### src/rtl/step_dir_decoder_pkg.sv
// Shared definitions for the step/dir receiver: default widths, microstep
// scaling and FSM state encoding. The step-motor channel uses the same values
// so both ends agree on position units.
package step_dir_decoder_pkg;

  // Finest microstep exponent; position LSB is 1/2^MsMax of a full step
  localparam int unsigned MsMax           = 5;
  localparam int unsigned StepNumberWidth = 16;
  localparam int unsigned SpeedDataWidth  = 16;
  localparam int unsigned MicrostepWidth  = 3;
  localparam int unsigned PositionWidth   = 32;
  localparam int unsigned MinHigh         = 4;
  localparam int unsigned DirSetup        = 2;

  typedef enum logic [1:0] {
    StIdle = 2'd0,
    StHigh = 2'd1,
    StLow  = 2'd2
  } state_e;

  // Shift applied to 1 to get the per-edge position increment.
  // Exponents beyond the finest microstep fall back to the smallest increment.
  function automatic int unsigned ms_shift(int unsigned ms, int unsigned ms_max);
    return (ms > ms_max) ? 0 : (ms_max - ms);
  endfunction

endpackage

### src/rtl/step_dir_decoder_sync_edge_detect.sv
// Multi-stage synchroniser for an asynchronous pin with rise/fall strobes.
// Strobes stay quiet until the chain and the edge history hold real samples,
// so a pin that is already high when reset releases does not look like a rise.
module step_dir_decoder_sync_edge_detect #(
  parameter int unsigned Stages = 2
) (
  input  logic clk_i,
  input  logic rst_ni,
  input  logic d_i,
  output logic level_o,
  output logic rise_o,
  output logic fall_o
);

  logic [Stages-1:0] sync_q;
  logic [Stages:0]   vld_q;
  logic              prev_q;

  // Synchroniser chain, edge history and fill tracker
  always_ff @(posedge clk_i or negedge rst_ni) begin
    if (!rst_ni) begin
      sync_q <= '0;
      vld_q  <= '0;
      prev_q <= 1'b0;
    end else begin
      sync_q <= {sync_q[Stages-2:0], d_i};
      vld_q  <= {vld_q[Stages-1:0], 1'b1};
      prev_q <= sync_q[Stages-1];
    end
  end

  // Edge strobes, gated until the history register holds a synchronised sample
  always_comb begin
    level_o = sync_q[Stages-1];
    rise_o  = vld_q[Stages] & level_o & ~prev_q;
    fall_o  = vld_q[Stages] & ~level_o & prev_q;
  end

endmodule

### src/rtl/step_dir_decoder.sv
// Step/dir pin receiver: rebuilds signed microstep position, step count,
// pulse period and motion state from the drive/dir/ms pins, and flags runt
// pulses and late direction changes.
module step_dir_decoder
  import step_dir_decoder_pkg::*;
#(
  parameter int unsigned C_STEP_NUMBER_WIDTH = StepNumberWidth,
  parameter int unsigned C_SPEED_DATA_WIDTH  = SpeedDataWidth,
  parameter int unsigned C_MICROSTEP_WIDTH   = MicrostepWidth,
  parameter int unsigned C_MS_MAX            = MsMax,
  parameter int unsigned C_POSITION_WIDTH    = PositionWidth,
  parameter int unsigned C_MIN_HIGH          = MinHigh,
  parameter int unsigned C_DIR_SETUP         = DirSetup
) (
  input  logic                           clk,
  input  logic                           resetn,
  input  logic                           i_drive,
  input  logic                           i_dir,
  input  logic [C_MICROSTEP_WIDTH-1:0]   i_ms,
  input  logic                           i_clr,
  output logic                           o_step_pls,
  output logic [C_POSITION_WIDTH-1:0]    o_position,
  output logic [C_STEP_NUMBER_WIDTH-1:0] o_step_cnt,
  output logic [C_SPEED_DATA_WIDTH-1:0]  o_period,
  output logic                           o_moving,
  output logic                           o_err_runt,
  output logic                           o_err_dir
);

  localparam int unsigned DirCntW = (C_DIR_SETUP < 2) ? 1 : $clog2(C_DIR_SETUP + 1);

  localparam logic [DirCntW-1:0]             DirSetupVal = DirCntW'(C_DIR_SETUP);
  localparam logic [DirCntW-1:0]             DirOne      = DirCntW'(1);
  localparam logic [C_SPEED_DATA_WIDTH-1:0]  SpdMax      = '1;
  localparam logic [C_SPEED_DATA_WIDTH-1:0]  SpdOne      = C_SPEED_DATA_WIDTH'(1);
  localparam logic [C_SPEED_DATA_WIDTH-1:0]  MinHighVal  = C_SPEED_DATA_WIDTH'(C_MIN_HIGH);
  localparam logic [C_STEP_NUMBER_WIDTH-1:0] CntMax      = '1;
  localparam logic [C_STEP_NUMBER_WIDTH-1:0] CntOne      = C_STEP_NUMBER_WIDTH'(1);

  logic drive_lvl, drive_rise, drive_fall;
  logic dir_lvl, dir_rise, dir_fall;

  step_dir_decoder_sync_edge_detect #(
    .Stages (2)
  ) u_sync_drive (
    .clk_i  (clk),
    .rst_ni (resetn),
    .d_i    (i_drive),
    .level_o(drive_lvl),
    .rise_o (drive_rise),
    .fall_o (drive_fall)
  );

  step_dir_decoder_sync_edge_detect #(
    .Stages (2)
  ) u_sync_dir (
    .clk_i  (clk),
    .rst_ni (resetn),
    .d_i    (i_dir),
    .level_o(dir_lvl),
    .rise_o (dir_rise),
    .fall_o (dir_fall)
  );

  state_e                         state_q, state_d;
  logic [C_SPEED_DATA_WIDTH-1:0]  per_cnt_q, per_cnt_d;
  logic [C_SPEED_DATA_WIDTH-1:0]  width_q, width_d;
  logic [DirCntW-1:0]             dir_cnt_q, dir_cnt_d;
  logic                           step_pls_q, step_pls_d;
  logic [C_POSITION_WIDTH-1:0]    pos_q, pos_d;
  logic [C_STEP_NUMBER_WIDTH-1:0] step_cnt_q, step_cnt_d;
  logic [C_SPEED_DATA_WIDTH-1:0]  period_q, period_d;
  logic                           moving_q, moving_d;
  logic                           err_runt_q, err_runt_d;
  logic                           err_dir_q, err_dir_d;

  logic                        accept;
  logic                        runt;
  logic                        dir_chg;
  logic [DirCntW-1:0]          dir_stable;
  logic [C_POSITION_WIDTH-1:0] pos_inc;

  // State and output registers
  always_ff @(posedge clk or negedge resetn) begin
    if (!resetn) begin
      state_q    <= StIdle;
      per_cnt_q  <= '0;
      width_q    <= '0;
      dir_cnt_q  <= '0;
      step_pls_q <= 1'b0;
      pos_q      <= '0;
      step_cnt_q <= '0;
      period_q   <= '0;
      moving_q   <= 1'b0;
      err_runt_q <= 1'b0;
      err_dir_q  <= 1'b0;
    end else begin
      state_q    <= state_d;
      per_cnt_q  <= per_cnt_d;
      width_q    <= width_d;
      dir_cnt_q  <= dir_cnt_d;
      step_pls_q <= step_pls_d;
      pos_q      <= pos_d;
      step_cnt_q <= step_cnt_d;
      period_q   <= period_d;
      moving_q   <= moving_d;
      err_runt_q <= err_runt_d;
      err_dir_q  <= err_dir_d;
    end
  end

  // Pulse FSM, counters and position accumulator next-state
  always_comb begin
    state_d    = state_q;
    per_cnt_d  = per_cnt_q;
    width_d    = width_q;
    period_d   = period_q;
    moving_d   = moving_q;
    accept     = 1'b0;
    runt       = 1'b0;

    // A dir change in the same cycle as the edge counts as zero stable cycles
    dir_chg    = dir_rise | dir_fall;
    dir_stable = dir_chg ? '0 : dir_cnt_q;
    if (dir_chg) begin
      dir_cnt_d = '0;
    end else if (dir_cnt_q >= DirSetupVal) begin
      dir_cnt_d = DirSetupVal;
    end else begin
      dir_cnt_d = dir_cnt_q + DirOne;
    end

    case (state_q)
      StIdle: begin
        if (drive_rise) begin
          accept    = 1'b1;
          state_d   = StHigh;
          per_cnt_d = SpdOne;
          width_d   = SpdOne;
        end
      end
      StHigh: begin
        if (per_cnt_q == SpdMax) begin
          state_d  = StIdle;
          moving_d = 1'b0;
          period_d = '0;
        end else begin
          per_cnt_d = per_cnt_q + SpdOne;
          if (drive_fall) begin
            state_d = StLow;
            runt    = (width_q < MinHighVal);
          end else if (drive_lvl && (width_q != SpdMax)) begin
            width_d = width_q + SpdOne;
          end
        end
      end
      StLow: begin
        if (drive_rise) begin
          accept    = 1'b1;
          state_d   = StHigh;
          period_d  = per_cnt_q;
          per_cnt_d = SpdOne;
          width_d   = SpdOne;
          moving_d  = 1'b1;
        end else if (per_cnt_q == SpdMax) begin
          state_d  = StIdle;
          moving_d = 1'b0;
          period_d = '0;
        end else begin
          per_cnt_d = per_cnt_q + SpdOne;
        end
      end
      default: begin
        state_d = StIdle;
      end
    endcase

    pos_inc    = C_POSITION_WIDTH'(1) << ms_shift(int'(i_ms), C_MS_MAX);
    step_pls_d = accept;
    pos_d      = pos_q;
    step_cnt_d = step_cnt_q;
    err_runt_d = err_runt_q | runt;
    err_dir_d  = err_dir_q | (accept & (dir_stable < DirSetupVal));

    if (accept) begin
      pos_d = dir_lvl ? (pos_q + pos_inc) : (pos_q - pos_inc);
      if (step_cnt_q != CntMax) begin
        step_cnt_d = step_cnt_q + CntOne;
      end
    end

    // Clear dominates a coincident edge; the strobe still fires
    if (i_clr) begin
      pos_d      = '0;
      step_cnt_d = '0;
      err_runt_d = 1'b0;
      err_dir_d  = 1'b0;
    end
  end

  // Registered outputs
  always_comb begin
    o_step_pls = step_pls_q;
    o_position = pos_q;
    o_step_cnt = step_cnt_q;
    o_period   = period_q;
    o_moving   = moving_q;
    o_err_runt = err_runt_q;
    o_err_dir  = err_dir_q;
  end

endmodule

### config.mk
export PLATFORM = sky130hd
export DESIGN_NAME = step_dir_decoder
export DESIGN_NICKNAME = d
export VERILOG_FILES = /design/src/rtl/step_dir_decoder_pkg.sv /design/src/rtl/step_dir_decoder_sync_edge_detect.sv /design/src/rtl/step_dir_decoder.sv
export SDC_FILE = /design/constraint.sdc
export NUM_CORES = 1
export LEC_CHECK = 0
export CAP_MARGIN = 20
export CELL_PAD_IN_SITES_DETAIL_PLACEMENT = 1
export CELL_PAD_IN_SITES_GLOBAL_PLACEMENT = 1
export CORE_MARGIN = 4
export CORE_UTILIZATION = 26
export DETAILED_ROUTE_END_ITERATION = 8
export PLACE_DENSITY = 0.54
export SLEW_MARGIN = 30
export SYNTH_ARGS = -nofsm -noshare
export SYNTH_HDL_FRONTEND = slang
export SYNTH_HIERARCHICAL = 1
export SYNTH_SLANG_ARGS = --single-unit
### constraint.sdc
create_clock -name clk -period 4.7 [get_ports clk]
set_input_delay 1.41 -clock clk [delete_from_list [all_inputs] [get_ports clk]]
set_output_delay 1.41 -clock clk [all_outputs]
set_load 0.03 [all_outputs]
==> impl_metrics.ini <==
[worst_setup_path]
cp.required_ps = 5000
worstSetupPathType = input port to flop
startpoint_type = input port
crit_chain = clkdlybuf4s50_1, o21ai_0, ha_1, mux2_2, ha_1, a211oi_1, o211ai_1, a31oi_1, buf_4, o2111ai_1, a21oi_1, o21ai_1, mux2i_1, a211o_1
crit_path_max_fanout = 3
slowest_delay_ps = 430
crit_path_top_delay_cell = clkdlybuf4s50_1
cp-end-kind = flop
arrival_ps = 4730
crit_path_frequent_cell = ha_1

[timing]
maxSlewViolCount = 0
hold_violations = 0
fin_skew_ps = 16.6
slew-limit-headroom = 0.375
tightest_slew_ps = 937
grt_setup_unrepaired = no
finalSetupViolCount = 0
post-route-period-util = 0.942
period_minus_slack_ps = 4430
max_freq_mhz = 226

[detailed_routing]
ant_nets = 0
wire_per_inst_um = 17.1
vias_per_cell = 5.07
vias = 6204
drc = 0
finalWirelength_um = 20900
firstDrtPassIters = 4
drt_iter0_markers = 270

[place]
dp_cells = 1192
dp_hpwl_um = 14500
place.gp.congestion = 0.805
port_buffers = 75

[clocking]
clk_pin_slew_ps = 60
cts_sinks = 116
clockBufferDepth = 2
h-tree-depth = 4
worstSkewPairLatency_ps = 420
tritoncts = built
cts_hold_buf = 0
ctsRootBufferMaster = clkbuf_16
cts_buffers = 17

[global_routing]
grt_overflow_total = 0
grt_pass1_vias = 6646
antenna_found_initial = 0
grt_pass1_wl_um = 35700
grt_use_total = 0.144
grt_max_degree = 77

[floorplan]
die_y_um = 173
coreArea_mm2 = 0.0269
ios = 76
die_w_um = 173
design.die.area_mm2 = 0.0299
row_count = 60
start_util = 0.264

[synthesis]
syn_inst = 797
synthFlopType = dfrtp_1
synth.avg_cell_area_um2 = 8.89
synth_edf_count = 0
postSynthNetCount = 847
postSynth.asyncResetShare = 1.00
synth_cell_types = 70
yosys_warnings = 6
ys_ff_latch = 116
syn-cell-area_mm2 = 0.00708
ys_seq_area_frac = 0.410

[cells_and_area]
multi_input_area_mm2 = 0.00393
drive_above_1_share = 0.0771
nets = 920
fill_cells = 3128
antenna-diode-count = 0
fin_cells = 1223
finalCoreUtilization = 0.327
mostFrequentLayoutCell = dfrtp_1
syn_to_final_growth_pct = 24.2
regArea_mm2 = 0.00290
final_cell_mix = 116 x dfrtp_1, 85 x nand2_1, 73 x clkdlybuf4s50_1

[pwr]
ir_drop_uv = 236
power_leakage_uw = 0.00384
p_per_area_mw_per_mm2 = 372

[run]
cap_violations = 0

[run_status]
status = complete, no violations

[hold_path]
hp-class = flop to flop
cell families after synthesis:
group	Yosys count	synth area share
adders and majority gates	42	0.0753
other	2	0.00106
buffers and inverters	64	0.0353
AOI/OAI and AO/OA	232	0.211
DFF	116	0.410
xor gates and xnor gates	37	0.0458
muxes	6	0.00901
and+or+nand+nor	298	0.212
where the power goes:
part	switching, uW	internal, uW	total, uW	leakage, uW
Sequential	80.5	1080	1160	0.00157
Clock	478	748	1230	0.000262
Combinational	575	316	891	0.00200
synthesized netlist by cell type, types with 5 or more instances:
library cell / count / share of area
a21o_1: 20 / 0.021
clkbuf_1: 32 / 0.017
and3_1: 16 / 0.014
nor4_1: 9 / 0.0079
buf_1: 5 / 0.0027
a21oi_1: 68 / 0.048
o211ai_1: 7 / 0.0074
inv_1: 23 / 0.012
o21a_1: 7 / 0.0074
ha_1: 41 / 0.072
a211oi_1: 5 / 0.0053
o21bai_1: 5 / 0.0053
or3_1: 9 / 0.0079
o31ai_1: 10 / 0.011
nand2_1: 85 / 0.045
nor2_1: 66 / 0.035
nand3_1: 32 / 0.023
nand4_1: 22 / 0.019
o21ai_0: 40 / 0.028
xnor2_1: 20 / 0.025
o21ai_1: 13 / 0.0092
nor3_1: 12 / 0.0085
nand2b_1: 13 / 0.011
dfrtp_1: 116 / 0.41
xor2_1: 17 / 0.021
a22o_1: 16 / 0.020
a31oi_1: 12 / 0.011
state kept, by name (all words and copies together) (netlist names), 2 cells and up:
register and count:
o_position 32, o_period 16, o_step_cnt 16, per_cnt_q 16, width_q 16, u_sync_dir/vld_q 3
u_sync_drive/vld_q 3, dir_cnt_q 2, state_q 2, u_sync_dir/sync_q 2, u_sync_drive/sync_q 2
stage by stage:
| stage | power [uW] | worst slack, ps | TNS [ps] | instance area [um2] | hold slack (ps) |
|---|---|---|---|---|---|
| floorplan | 1780 | 503 | 0 | 7080 | 331 |
| global placement | 2070 | -133 | -407 | 8250 | 333 |
| detailed placement | 2070 | -168 | -647 | 8250 | 336 |
| CTS | 3340 | 274 | 0 | 8790 | 350 |
| global route | 3490 | 34.8 | 0 | 8800 | 364 |
| finish | 3280 | 273 | 0 | 8800 | 347 |
critical path: cells and delay by family:
family	cells	cell delay, ps
mux	2	410
compound gates	8	1730
fa+ha+maj	2	580
buf+inv	2	610
timing repair:
item	CTS	global route
endpoints found under the setup margin	0	1
gates resized for setup	0	1
buffers inserted	0	0
layout make-up:
cell class	instances	share of cell area
multi-input cells	617	0.447
flip-flops and latches	116	0.330
repair buffers	94	0.102
clock buffers	22	0.0528
well taps	341	0.0485
inverters	24	0.0102
clock inverters	9	0.00925
path summary, 6_finish.rpt:
| path | startpoint | endpoint | slack, ps | depth (start not counted) |
|---|---|---|---|---|
| setup / recovery | i_ms[1] | o_position[27] | 270 | 14 |
| hold / removal | u_sync_drive/vld_q[0] | u_sync_drive/vld_q[1] | 350 | 0 |
| setup reg to reg | u_sync_dir/sync_q[1] | o_position[25] | 1110 | 11 |
| hold reg to reg | u_sync_drive/vld_q[0] | u_sync_drive/vld_q[1] | 350 | 0 |
| max in group asynchronous | resetn | o_position[28] | 2880 | 2 |
| min in group asynchronous | resetn | o_position[13] | 970 | 1 |
routing by layer:
metal | share of wire | global-route usage | vias up
met2 | 0.47 | 0.237 | 63
met5 | 0 | 0 | -
met3 | 0.021 | 0.0280 | 11
met1 | 0.50 | 0.195 | 3079
li1 | - | - | 3051
met4 | 0.0085 | 0.0359 | 0
No activity file was read; power rests on OpenSTA's default activity.
